<file path="config.mk">
export PLATFORM = sky130hd
export DESIGN_NAME = decode_stage
export DESIGN_NICKNAME = d
export VERILOG_FILES = /design/src/rtl/decode_pkg.sv /design/src/rtl/decode_ctrl.sv /design/src/rtl/decode_stage.sv
export SDC_FILE = /design/constraint.sdc
export NUM_CORES = 1
export LEC_CHECK = 0
export ABC_CLOCK_PERIOD_IN_PS = 2930
export BUFFER_PORTS_ARGS = -buffer_cell sky130_fd_sc_hd__buf_2
export CELL_PAD_IN_SITES_DETAIL_PLACEMENT = 0
export CELL_PAD_IN_SITES_GLOBAL_PLACEMENT = 1
export CORE_MARGIN = 2
export CORE_UTILIZATION = 35
export CTS_BUF_LIST = sky130_fd_sc_hd__clkbuf_16
export DETAILED_ROUTE_END_ITERATION = 8
export GPL_TIMING_DRIVEN = 1
export HOLD_SLACK_MARGIN = 0.08
export PLACE_DENSITY = 0.92
export SLEW_MARGIN = 20
export SYNTH_ARGS = -nofsm -noshare
export SYNTH_HDL_FRONTEND = slang
export SYNTH_SLANG_ARGS = --single-unit
</file>
<file path="constraint.sdc">
create_clock -name clk -period 2.93 [get_ports clk]
set_input_delay 0.586 -clock clk [delete_from_list [all_inputs] [get_ports clk]]
set_output_delay 0.586 -clock clk [all_outputs]
set_load 0.03 [all_outputs]
</file>
<file path="src/rtl/decode_pkg.sv">
// Shared decode definitions: opcode/funct constants, ALU op encodings and the
// control word carried through the ID/EX register.
package decode_pkg;

    localparam logic [5:0] OP_RTYPE = 6'h00;
    localparam logic [5:0] OP_J     = 6'h02;
    localparam logic [5:0] OP_BEQ   = 6'h04;
    localparam logic [5:0] OP_ADDI  = 6'h08;
    localparam logic [5:0] OP_LW    = 6'h23;
    localparam logic [5:0] OP_SW    = 6'h2B;

    localparam logic [5:0] FN_ADD   = 6'h20;
    localparam logic [5:0] FN_SUB   = 6'h22;
    localparam logic [5:0] FN_AND   = 6'h24;
    localparam logic [5:0] FN_OR    = 6'h25;
    localparam logic [5:0] FN_SLT   = 6'h2A;

    typedef enum logic [3:0] {
        ALU_ADD = 4'd0,
        ALU_SUB = 4'd1,
        ALU_AND = 4'd2,
        ALU_OR  = 4'd3,
        ALU_SLT = 4'd4
    } alu_op_t;

    typedef struct packed {
        logic        reg_write;
        logic        mem_read;
        logic        mem_write;
        logic        alu_src;
        logic        branch;
        logic        jump;
        alu_op_t     alu_op;
        logic        illegal;
        logic [4:0]  write_register;
        logic [31:0] immediate;
    } ctrl_t;

    function automatic logic [31:0] sign_ext16(input logic [15:0] v);
        return {{16{v[15]}}, v};
    endfunction

endpackage

</file>
<file path="src/rtl/decode_ctrl.sv">
// Combinational instruction-to-control-word decode. With DECODE_ILLEGAL_TRAP_EN
// defined, unknown opcodes/functs are flagged as illegal; otherwise they decode as NOPs.
module decode_ctrl
    import decode_pkg::*;
(
    input  logic [31:0] instr,
    output ctrl_t       ctrl,
    output logic        rs_used,
    output logic        rt_used
);

`ifdef DECODE_ILLEGAL_TRAP_EN
    localparam bit TRAP_EN = 1'b1;
`else
    localparam bit TRAP_EN = 1'b0;
`endif

    logic [5:0] op;
    logic [5:0] funct;
    logic       known;

    assign op    = instr[31:26];
    assign funct = instr[5:0];

    assign rs_used = (op != OP_J);
    assign rt_used = (op == OP_RTYPE) || (op == OP_SW) || (op == OP_BEQ);

    always_comb begin
        ctrl                = '0;
        known               = 1'b1;
        ctrl.alu_op         = ALU_ADD;
        ctrl.write_register = (op == OP_RTYPE) ? instr[15:11] : instr[20:16];
        ctrl.immediate      = (op == OP_J) ? {4'b0000, instr[25:0], 2'b00}
                                           : sign_ext16(instr[15:0]);
        case (op)
            OP_RTYPE: begin
                case (funct)
                    FN_ADD:  begin ctrl.reg_write = 1'b1; ctrl.alu_op = ALU_ADD; end
                    FN_SUB:  begin ctrl.reg_write = 1'b1; ctrl.alu_op = ALU_SUB; end
                    FN_AND:  begin ctrl.reg_write = 1'b1; ctrl.alu_op = ALU_AND; end
                    FN_OR:   begin ctrl.reg_write = 1'b1; ctrl.alu_op = ALU_OR;  end
                    FN_SLT:  begin ctrl.reg_write = 1'b1; ctrl.alu_op = ALU_SLT; end
                    default: known = 1'b0;
                endcase
            end
            OP_ADDI: begin
                ctrl.reg_write = 1'b1;
                ctrl.alu_src   = 1'b1;
            end
            OP_LW: begin
                ctrl.reg_write = 1'b1;
                ctrl.mem_read  = 1'b1;
                ctrl.alu_src   = 1'b1;
            end
            OP_SW: begin
                ctrl.mem_write = 1'b1;
                ctrl.alu_src   = 1'b1;
            end
            OP_BEQ: begin
                ctrl.branch = 1'b1;
                ctrl.alu_op = ALU_SUB;
            end
            OP_J:    ctrl.jump = 1'b1;
            default: known = 1'b0;
        endcase
        // $zero is never written, whatever the instruction claims.
        if (ctrl.write_register == 5'd0) ctrl.reg_write = 1'b0;
        ctrl.illegal = TRAP_EN && !known;
    end

endmodule

</file>
<file path="src/rtl/decode_stage.sv">
// Decode stage: valid/ready intake, register-file address drive, load-use bubble
// insertion, flush and the ID/EX register. DECODE_ILLEGAL_TRAP_EN enables exIllegal.
module decode_stage
    import decode_pkg::*;
#(
    parameter int DATA_WIDTH     = 32,
    parameter int REG_ADDR_WIDTH = 5,
    parameter int PC_WIDTH       = 32
) (
    input  logic                      clk,
    input  logic                      resetN,
    input  logic                      inValid,
    output logic                      inReady,
    input  logic [DATA_WIDTH-1:0]     inInstr,
    input  logic [PC_WIDTH-1:0]       inPc,
    input  logic                      flush,
    output logic [REG_ADDR_WIDTH-1:0] readRegister1,
    output logic [REG_ADDR_WIDTH-1:0] readRegister2,
    output logic                      exValid,
    input  logic                      exReady,
    output logic [REG_ADDR_WIDTH-1:0] exWriteRegister,
    output logic                      exRegWrite,
    output logic                      exMemRead,
    output logic                      exMemWrite,
    output logic                      exAluSrc,
    output logic                      exBranch,
    output logic                      exJump,
    output logic [3:0]                exAluOp,
    output logic [DATA_WIDTH-1:0]     exImmediate,
    output logic [PC_WIDTH-1:0]       exPc,
    output logic                      exIllegal
);

    // Handshakes: a transfer happens on a rising edge where valid and ready are
    // both high; ready never depends on the same-side valid.
    ctrl_t               dec;
    logic                rs_used;
    logic                rt_used;
    ctrl_t               ex_ctrl;
    logic                ex_valid;
    logic [PC_WIDTH-1:0] ex_pc;
    logic                adv;
    logic                hazard;

    decode_ctrl u_ctrl (
        .instr   (inInstr),
        .ctrl    (dec),
        .rs_used (rs_used),
        .rt_used (rt_used)
    );

    assign readRegister1 = inInstr[25:21];
    assign readRegister2 = inInstr[20:16];

    assign adv = !ex_valid || exReady;

    // A load in ID/EX cannot forward to a consumer still in decode.
    always_comb begin
        hazard = 1'b0;
        if (ex_valid && ex_ctrl.mem_read && ex_ctrl.write_register != 5'd0) begin
            hazard = (rs_used && inInstr[25:21] == ex_ctrl.write_register) ||
                     (rt_used && inInstr[20:16] == ex_ctrl.write_register);
        end
    end

    assign inReady = adv && !hazard && !flush;

    always_ff @(posedge clk or negedge resetN) begin
        if (!resetN) begin
            ex_valid <= 1'b0;
            ex_ctrl  <= '0;
            ex_pc    <= '0;
        end else if (flush) begin
            ex_valid <= 1'b0;
            ex_ctrl  <= '0;
            ex_pc    <= '0;
        end else if (adv) begin
            if (inValid && !hazard) begin
                ex_valid <= 1'b1;
                ex_ctrl  <= dec;
                ex_pc    <= inPc;
            end else begin
                ex_valid <= 1'b0;
                ex_ctrl  <= '0;
                ex_pc    <= '0;
            end
        end
    end

    assign exValid         = ex_valid;
    assign exWriteRegister = ex_ctrl.write_register;
    assign exRegWrite      = ex_ctrl.reg_write;
    assign exMemRead       = ex_ctrl.mem_read;
    assign exMemWrite      = ex_ctrl.mem_write;
    assign exAluSrc        = ex_ctrl.alu_src;
    assign exBranch        = ex_ctrl.branch;
    assign exJump          = ex_ctrl.jump;
    assign exAluOp         = ex_ctrl.alu_op;
    assign exImmediate     = ex_ctrl.immediate;
    assign exPc            = ex_pc;
    assign exIllegal       = ex_ctrl.illegal;

endmodule

</file>
==> results.yml <==
placed_design:
  dp_slack_ns: 0.125
  dp_hpwl_mm: 6.96
  place.gp.congestion: 0.782
  placedCellCount: 582
  port-buffer-count: 158
floorplanning:
  num_rows: 36
  core_um2: 9680
  start_util_pct: 35.8
  ios: 161
  die_area_um2: 10700
  die_h_um: 104
  die-width_um: 104
clock_tree:
  cts_root_buffer: "clkbuf_16"
  clockBufferDepth: 2
  cts_htree_levels: 3
  tritoncts: "yes"
  worstSkewPairLatency_ns: 0.33
  cts.clk_slew.worst_paths_ns: 0.05
  cts_buffers: 9
  cts_resized: 0
  cts_setup_buffers: 0
  clock-sinks: 76
  ctsHoldBuffers: 0
sta:
  fin_ws_ns: 0.132
  fin_skew_ns: 0.00676
  rsz0062_at_grt: "false"
  fmax_mhz: 357
  drv_slew: 0
  tns_ns: 0
  slew_headroom_pct: 36.7
  hold_viol_final: 0
  worst_pin_slew_ns: 0.949
  setup_violations: 0
  min_period_ns: 2.80
  post-route-period-util_pct: 95.5
power_and_ir_drop:
  peakVddDrop_mv: 0.290
  pwr_density_cell_nw_per_um2: 581
  static-leakage-power_nw: 2.45
job:
  maxCapViolations: 0
detailed_routing:
  dr.pass1.iters: 5
  initialDrtViolationCount: 200
  drc: 0
  wl_per_cell_um: 16.4
  vias: 3049
  drt_wl_total_mm: 9.83
  ant_nets: 0
  viasPerCell: 5.10
critical_path:
  crit_top_cell: "buf_2"
  worstSetupEndpointType: "output port"
  critical-path-top-delay-family: "simple AND/OR/NAND/NOR gates"
  crit_type: "primary input to output port"
  cp_max_fo: 3
  crit_chain: "buf_2, or4_4, or3b_4, nand4_1, nand2_1, nor3_2, buf_2"
  cpMaxStageDelayCell: "or4_4"
  path_buf_inv: 2
  cp-start-kind: "primary input"
  rr_worst_depth: 5
  crit_arrival_ns: 2.21
  slowest_delay_ns: 0.54
  required_ns: 2.34
  cp_num_cells: 7
synth:
  async_reset_ff_share_pct: 100
  synth_top_area_share_pct: 54.8
  yosys-top-cells-area: "dfrtp_1, a22o_1, mux2i_1"
  synth.most_common_cell: "dfrtp_1"
  syn_avg_cell_area_um2: 10.9
  syn_inst: 318
  synth_cell_types: 40
  syn_area_um2: 3470
  synth_top_area_cell: "dfrtp_1"
  yosysWarnings: 0
  synth-seq-cells: 76
  synth_flop_cell: "dfrtp_1"
  synth_common_cells: "dfrtp_1, nand2_1, a22o_1"
  synth_edf_count: 0
  ys_seq_area_share_pct: 54.8
grt:
  grt_pass1_vias: 2933
  grt_max_degree: 77
  antenna_found_initial: 0
  grt_first_pass_wirelength_mm: 15.7
  track_usage_pct: 18.5
  grt_remaining_overflow: 0
finish:
  drive_above_1_share_pct: 40.4
  area_growth_pct: 32.8
  n_antenna_cell: 0
  multi_input_area_um2: 1360
  stdcell_count: 598
  nNetsFinal: 529
  final.fill_count: 900
  regArea_um2: 1900
status:
  status: "finished, final reports clean"
worst_hold_path:
  hold_class: "primary input to async pin"
-- metal layers --
metal	part of all wire (%)	global-route usage, %
met1	45	25.2
met2	45	27.8
met3	7.2	4.41
met4	3.1	9.36
met5	0	0
-- worst reg2reg max path: cells and delay by family (launching register included) --
kind	cells	cell delay [ns]
simple gates	2	0.84
compound gates	3	0.82
flops	1	0.45
-- where the power goes --
part / leakage (nW) / total, mW / switching, mW / internal (mW)
logic: 1.27 / 0.380 / 0.257 / 0.123
registers: 1.03 / 1.12 / 0.0273 / 1.09
clock network: 0.155 / 1.18 / 0.436 / 0.742
total: 2.45 / 2.68 / 0.720 / 1.96
-- registers in the layout, indices dropped and copies added, names as in the netlist --
signal           flops
exAluOp              3
exRegWrite           1
exAluSrc             1
exImmediate         29
exBranch             1
exJump               1
exMemRead            1
exPc                32
exMemWrite           1
exWriteRegister      5
exValid              1
-- worst paths after layout --
path	start	slack, ns	to
worst min register to register	exImmediate[14]	0.48	exImmediate[14]
worst min-delay path	resetN	0.42	exPc[28]
worst max-delay path	inInstr[28]	0.13	inReady
min in group clk	inPc[11]	0.48	exPc[11]
max in group asynchronous	resetN	1.92	exAluOp[1]
worst max register to register	exWriteRegister[0]	0.76	exImmediate[0]
-- layout by cell type (no fill, tap or decap), types with 3 or more instances in the layout --
cell / n
a21oi_1: 17
a22o_1: 35
a32o_1: 6
buf_2: 157
buf_4: 7
clkbuf_16: 9
clkinv_2: 3
dfrtp_1: 76
mux2i_1: 16
nand2_1: 38
nand2b_1: 4
nand4_1: 4
nor2_1: 8
nor3_1: 5
o21ai_0: 31
or3_1: 4
xor2_1: 10
-- cells by family after synthesis --
logic type                synth area share (%)
other                                    0.108
and+or+nand+nor                           11.2
muxes                                     4.62
buffers and inverters                     6.71
DFF                                       54.8
AOI/OAI and AO/OA                         20.0
xor gates and xnor gates                  2.53
-- through the flow --
step                      util, %  hold WS (ns)  total power, mW  area (um2)
after global routing         47.6         0.466             2.79        4610
after floorplan                 -         0.290             1.37        3480
after CTS                    47.6         0.445             2.70        4610
after global placement       44.3         0.460             1.52        4290
after detailed placement     44.3         0.469             1.52        4290
final                        47.6         0.417             2.68        4610
-- area by class of cell --
cell class / instances / share of cell area (%)
sequential: 76 / 41.3
multi-input combinational: 206 / 29.4
timing repair buffer: 165 / 18.6
clock buffer: 9 / 4.89
tap: 133 / 3.61
clock inverter: 7 / 1.98
inverter: 2 / 0.163
No activity file was read; power rests on OpenSTA's default activity.
